--- src/rtl/mat_key_scan.sv ---
// Matrix keypad scanner. Drives one row low per slot, samples the columns,
// debounces each key over DB_DEPTH frames and queues press/release events
// in a small FIFO for a ready/valid consumer.
module mat_key_scan #(
    parameter int ROWS           = 4,
    parameter int COLS           = 4,
    parameter int SCAN_DIV       = 1000,
    parameter int DB_DEPTH       = 8,
    parameter int FIFO_DEPTH     = 4,
    parameter int COL_ACTIVE_LOW = 0
) (
    input  logic                            clk,
    input  logic                            rst,
    output logic [ROWS-1:0]                 row_n,
    input  logic [COLS-1:0]                 col_in,
    output logic [ROWS*COLS-1:0]            btn,
    output logic                            frame_tick,
    output logic                            evt_valid,
    input  logic                            evt_ready,
    output logic [$clog2(ROWS*COLS)-1:0]    evt_code,
    output logic                            evt_press,
    output logic                            overflow,
    input  logic                            clr_ovf
);

    localparam int NKEY = ROWS * COLS;
    localparam int CW   = $clog2(NKEY);
    localparam int SW   = $clog2(SCAN_DIV);
    localparam int RW   = $clog2(ROWS);
    localparam int AW   = $clog2(FIFO_DEPTH);
    localparam int CNTW = AW + 1;

    logic [SW-1:0]       slot_cnt;
    logic [RW-1:0]       row_idx;
    logic                slot_last;
    logic                row_last;
    logic [COLS-1:0]     col_s;
    logic [COLS-1:0]     row_lat [ROWS];
    logic [NKEY-1:0]     frame_smp;
    logic [DB_DEPTH-1:0] hist     [NKEY];
    logic [DB_DEPTH-1:0] hist_nxt [NKEY];
    logic [NKEY-1:0]     btn_nxt;
    logic [NKEY-1:0]     pending;
    logic [NKEY-1:0]     pend_clr;
    logic [NKEY-1:0]     pend_set;
    logic [CW-1:0]       lo_idx;
    logic                lo_found;
    logic [CW:0]         fifo_mem [FIFO_DEPTH];
    logic [AW-1:0]       wptr;
    logic [AW-1:0]       rptr;
    logic [CNTW-1:0]     count;
    logic                push;
    logic                pop;
    logic                full;
    logic                push_ok;

    assign slot_last  = (slot_cnt == SW'(SCAN_DIV - 1));
    assign row_last   = (row_idx == RW'(ROWS - 1));
    assign frame_tick = slot_last && row_last && !rst;
    assign row_n      = ~(ROWS'(1) << row_idx);
    assign col_s      = (COL_ACTIVE_LOW != 0) ? ~col_in : col_in;

    // Slot timer and row pointer; the row advances on every slot wrap.
    always_ff @(posedge clk) begin
        if (rst) begin
            slot_cnt <= '0;
            row_idx  <= '0;
        end else if (slot_last) begin
            slot_cnt <= '0;
            row_idx  <= row_last ? '0 : row_idx + 1'b1;
        end else begin
            slot_cnt <= slot_cnt + 1'b1;
        end
    end

    // Capture the column sense of the active row on the last cycle of its slot.
    always_ff @(posedge clk) begin
        if (rst) begin
            for (int r = 0; r < ROWS; r++) row_lat[r] <= '0;
        end else if (slot_last) begin
            row_lat[row_idx] <= col_s;
        end
    end

    // Assemble the full-frame sample; the last row is taken live because its
    // latch is only being written on the same edge.
    always_comb begin
        frame_smp = '0;
        for (int r = 0; r < ROWS; r++) begin
            frame_smp[r*COLS +: COLS] = (r == ROWS - 1) ? col_s : row_lat[r];
        end
    end

    // Post-shift history and debounced level for every key.
    always_comb begin
        btn_nxt = btn;
        for (int k = 0; k < NKEY; k++) begin
            hist_nxt[k] = {hist[k][DB_DEPTH-2:0], frame_smp[k]};
            if (&hist_nxt[k]) begin
                btn_nxt[k] = 1'b1;
            end else if (hist_nxt[k] == '0) begin
                btn_nxt[k] = 1'b0;
            end
        end
    end

    // Commit histories and debounced levels once per frame.
    always_ff @(posedge clk) begin
        if (rst) begin
            for (int k = 0; k < NKEY; k++) hist[k] <= '0;
            btn <= '0;
        end else if (frame_tick) begin
            for (int k = 0; k < NKEY; k++) hist[k] <= hist_nxt[k];
            btn <= btn_nxt;
        end
    end

    // Lowest-index pending key is the next event to push.
    always_comb begin
        lo_idx   = '0;
        lo_found = 1'b0;
        for (int k = 0; k < NKEY; k++) begin
            if (pending[k] && !lo_found) begin
                lo_idx   = CW'(k);
                lo_found = 1'b1;
            end
        end
    end

    assign pend_clr = lo_found ? (NKEY'(1) << lo_idx) : '0;
    assign pend_set = frame_tick ? (btn_nxt ^ btn) : '0;

    // Pending vector: mark changed keys at the btn update, retire one per cycle.
    always_ff @(posedge clk) begin
        if (rst) begin
            pending <= '0;
        end else begin
            pending <= (pending & ~pend_clr) | pend_set;
        end
    end

    assign push      = lo_found;
    assign evt_valid = (count != '0);
    assign pop       = evt_valid && evt_ready;
    assign full      = (count == CNTW'(FIFO_DEPTH));
    // A full FIFO still takes a push when the head leaves in the same cycle.
    assign push_ok   = push && (!full || pop);

    // Event storage; contents need no reset since count gates visibility.
    always_ff @(posedge clk) begin
        if (push_ok) begin
            fifo_mem[wptr] <= {lo_idx, btn[lo_idx]};
        end
    end

    // FIFO pointers and occupancy.
    always_ff @(posedge clk) begin
        if (rst) begin
            wptr  <= '0;
            rptr  <= '0;
            count <= '0;
        end else begin
            if (push_ok) wptr <= wptr + 1'b1;
            if (pop)     rptr <= rptr + 1'b1;
            if (push_ok && !pop) begin
                count <= count + 1'b1;
            end else if (!push_ok && pop) begin
                count <= count - 1'b1;
            end
        end
    end

    assign evt_code  = fifo_mem[rptr][CW:1];
    assign evt_press = fifo_mem[rptr][0];

    // Sticky drop flag; a drop in the same cycle as a clear keeps it set.
    always_ff @(posedge clk) begin
        if (rst) begin
            overflow <= 1'b0;
        end else if (push && !push_ok) begin
            overflow <= 1'b1;
        end else if (clr_ovf) begin
            overflow <= 1'b0;
        end
    end

endmodule

--- config.mk ---
export PLATFORM = sky130hd
export DESIGN_NAME = mat_key_scan
export DESIGN_NICKNAME = d
export VERILOG_FILES = /design/src/rtl/mat_key_scan.sv
export SDC_FILE = /design/constraint.sdc
export NUM_CORES = 1
export LEC_CHECK = 0
export ABC_AREA = 1
export CORE_AREA = 2 2 127 129
export CTS_BUF_LIST = sky130_fd_sc_hd__clkbuf_4
export DETAILED_ROUTE_END_ITERATION = 10
export DIE_AREA = 0 0 129 131
export GPL_ROUTABILITY_DRIVEN = 0
export HOLD_SLACK_MARGIN = 0.05
export PLACE_DENSITY_LB_ADDON = 0.12
export SYNTH_ARGS = -nofsm -noshare
export SYNTH_HDL_FRONTEND = slang
export SYNTH_SLANG_ARGS = --single-unit
export TNS_END_PERCENT = 1
--- constraint.sdc ---
create_clock -name clk -period 3.05 [get_ports clk]
set_clock_uncertainty 0.1 [all_clocks]
set_input_delay 0.61 -clock clk [delete_from_list [all_inputs] [get_ports clk]]
set_output_delay 0.61 -clock clk [all_outputs]
set_load 0.1 [all_outputs]
==> reports/qor_table.md <==
| Step | Parameter | Reported |
| --- | --- | --- |
| run status | Status | finished, final reports clean |
| synth | Top cell types by occurrence after synthesis | 182 x inv_1, 177 x nor2_1, 144 x edfxtp_1, 75 x nand2_1, 54 x dfxtp_1 |
| synth | Post-synth design cell area | 8750 um^2 |
| sta | Worst slew margin | 45.3% |
| finish | Area grow syn2layout | 9.50% |
| critical path | CP Depth | 7 |
| sta | Count of final max-slew check failures | 0 |
| synth | Yosys cell types | 41 |
| floorplan | Standard cell core area | 15600 um^2 |
| sta | Max Clock Freq | 353 MHz |
| finish | Multi-input gate area in the final layout | 2580 um^2 |
| critical path | Setup crit start kind | flip-flop |
| drt | Average wire per cell in the routed design | 14.1 um |
| synth | Warnings, synthesis | 0 |
| critical path | Combined buffer and inverter count along the critical path | 2 |
| sta | Pin slew with the least headroom to its limit | 0.820 ns |
| synth | Mean cell area of the mapped netlist | 9.60 um^2 |
| synth | Top cells by area, synth | edfxtp_1 49%, dfxtp_1 12%, inv_1 7.8% |
| critical path | Critical path type | reg2out |
| drt | Via count normalized by instance count | 5.22 |
| synth | FF+latch count, synth | 198 |
| synth | Sequential share of the synthesized area | 61.8% |
| floorplan | Die height | 131 um |
| sta | Setup repair after global routing missed its margin | yes |
| floorplan | Top Ports | 36 |
| place | HPWL after DPL | 11.5 mm |
| critical path | Critical path data required time | 2.34 ns |
| flow run | Count of maximum capacitance violations | 0 |
| grt | Global-route wire length before repair | 27.6 mm |
| drt | Detailed-route via count | 6176 |
| grt | Antenna violations before repair | 1 |
| floorplan | Starting density of the core | 56.1% |
| clock tree | Clk pin slew, worst setup/hold paths | 0.15 ns |
| finish | Share of layout cells above drive strength 1 | 9.11% |
| critical path | Endpoint kind of the worst setup timing path | output port |
| synth | Area share of the leading cell type in the synthesized netlist | 49.4% |
| clock tree | Latest clock arrival within the worst-skew pair | 0.59 ns |
| grt | Total global routing track utilization | 21.2% |
| drt | Overall routed net length | 16.7 mm |
| critical path | Cells traversed along the worst timing path | ha_1 > nand2_1 > inv_1 > nand4_1 > or2_2 > nor2_4 > buf_12 |
| clock tree | Clock sink count | 198 |
| synth | Synthesized instance count | 911 |
| sta | Fin. Hold Viols | 0 |
| critical path | Critical path's slowest cell | dfxtp_1 |
| sta | Period Utilization, post-route | 92.8% |
| synth | Number of flops mapped to enable cells by yosys | 144 |
| critical path | Largest fanout on the critical path | 3 |
| finish | Final net count | 972 |
| power | Post-route total power | 4.90 mW |
| sta | Final-layout worst hold slack | 0.331 ns |
| floorplan | Number of placement rows | 46 |
| drt | Number of design-rule violations left by the first detailed-router iteration | 514 |
| synth | Post-synthesis net count | 930 |
| drt | Detailed-router iteration count before antenna repair | 6 |
| min path | Cell count of the worst hold path | 4 |
| sta | Min cycle time layout | 2.83 ns |
| power | VDD IR-drop max | 260 uV |
| place | I/O Buffers | 35 |
| synth | Leading cell type by number of instances after synthesis | inv_1 |
| clock tree | TritonCTS clock tree | built |
| grt | Largest net degree at the start of global routing | 62 |
| drt | DRC violations left | 0 |
| floorplan | Die footprint | 16900 um^2 |
| finish | Non-filler instance count after layout | 1183 |
| finish | Core occupancy in the finished layout | 61.4% |
| power | Ratio of total power to cell area | 512 nW/um^2 |
| clock tree | Number of levels the H-tree was split into | 4 |
| critical path | Cell family contributing the most delay on the critical path | simple AND/OR/NAND/NOR gates |
| synth | Primary flip-flop cell chosen by synthesis mapping | edfxtp_1 |
| clock tree | Buffer type at the clock tree root | clkbuf_4 |
| min path | Class of the tightest hold or removal check | in2reg |
| clock tree | CTS Buf Count | 17 |
| finish | Filler cell count | 1354 |
| grt | Number of global-route vias before repair | 5604 |
| place | Cell total after placement | 1149 |
| drt | Final ANT Viol Nets | 0 |
| floorplan | Horiz. Die Dim | 129 um |
| clock tree | Longest Clk Path Bufs | 2 |
| synth | Share of synthesized flip-flops with an asynchronous set or reset | 0% |
| critical path | Max stage delay on crit path | 0.38 ns |
| power | Static leakage | 3.73 nW |
| clock tree | Post-CTS Hold Buffers | 0 |
| critical path | Worst-case reg-to-reg path depth | 15 |
| sta | Count of endpoints failing setup in the final report | 0 |
| critical path | Signal arrival time at the worst endpoint | 2.12 ns |
| synth | Area leader, netlist | edfxtp_1 |
| grt | Final global-route overflow total | 0 |
| finish | Sequential cell area in the final layout | 5410 um^2 |
sequential cells by signal, summed over array words and instances (netlist names), named ones only:
name and count:
row_lat 12, btn 16, wptr 2, count 3
hist 112, row_idx 2, pending 16, overflow 1
rptr 2, slot_cnt 10, fifo_mem 20
cells in the final DEF (no fill, tap or decap), types with 2 or more instances in the layout:
cell type / Yosys / final
nor2_2: 9 / 9
clkinv_2: 0 / 2
o211ai_1: 5 / 5
clkbuf_4: 0 / 17
nand3b_1: 2 / 2
clkdlybuf4s50_1: 0 / 6
nand2_1: 75 / 74
nand3_1: 32 / 32
inv_6: 0 / 3
buf_4: 0 / 33
a21oi_1: 47 / 47
nor4_1: 28 / 28
buf_12: 0 / 3
o21ai_0: 36 / 36
nand4_2: 5 / 5
dfxtp_1: 54 / 54
bufinv_16: 0 / 2
nand2_2: 2 / 2
inv_1: 182 / 182
o22ai_1: 16 / 16
nor3_1: 13 / 12
nand4_1: 30 / 30
clkinv_1: 1 / 7
o21a_1: 3 / 3
nand2_4: 2 / 3
nor2_1: 177 / 177
edfxtp_1: 144 / 144
ha_1: 10 / 10
a22oi_1: 3 / 3
report_power, final:
group	internal (mW)	total, mW	switching [mW]
logic	0.118	0.522	0.404
clock network	0.476	1.34	0.865
registers	2.97	3.04	0.0676
total	3.56	4.90	1.34
what timing repair did:
item,CTS,global route
gates resized for setup,0,1
buffers inserted,0,1
endpoints found under the setup margin,0,2
final timing paths:
check               from     endpoint  slack (ns)
min                  rst   row_idx[1]        0.33
max reg2reg   pending[2]     count[1]        0.25
min reg2reg  slot_cnt[0]  slot_cnt[0]        0.36
max          slot_cnt[0]   frame_tick        0.22
per-stage QoR:
step                setup TNS, ns  cell area (um^2)  setup slack [ns]
detailed placement              0              9300             0.272
finish                          0              9580             0.219
global placement                0              9300             0.361
CTS                             0              9570            0.0145
floorplan                       0              8750             0.105
global route             -0.00740              9580          -0.00740
cell type report:
cell class | count | area share [%]
Sequential cell | 198 | 56.4
Multi-Input combinational cell | 509 | 26.9
Inverter | 184 | 7.21
Timing Repair Buffer | 43 | 3.89
Tap cell | 216 | 2.82
Clock inverter | 15 | 1.41
Clock buffer | 17 | 1.33
Antenna cell | 1 | 0.0261
worst min-delay path, cell delays in order:
cell and delay, ns:
buf_2 0.16, nor2_1 0.10, nand2_1 0.05, o21ai_0 0.06
logic make-up after synthesis:
logic type | synth area share, %
flops | 61.8
fa+ha+maj | 1.66
xor+xnor | 0.100
compound gates | 7.41
simple gates | 20.1
buf+inv | 8.92
routing by layer:
| layer | wire [um] | track usage [%] | part of all wire [%] | up-vias |
|---|---|---|---|---|
| li1 | - | - | - | 3133 |
| met1 | 8150 | 31.0 | 49 | 2917 |
| met2 | 7610 | 32.3 | 46 | 110 |
| met3 | 749 | 4.15 | 4.5 | 16 |
| met4 | 186 | 6.52 | 1.1 | 0 |
| met5 | 0 | 0 | 0 | - |
(Power assumes the default switching activity.)
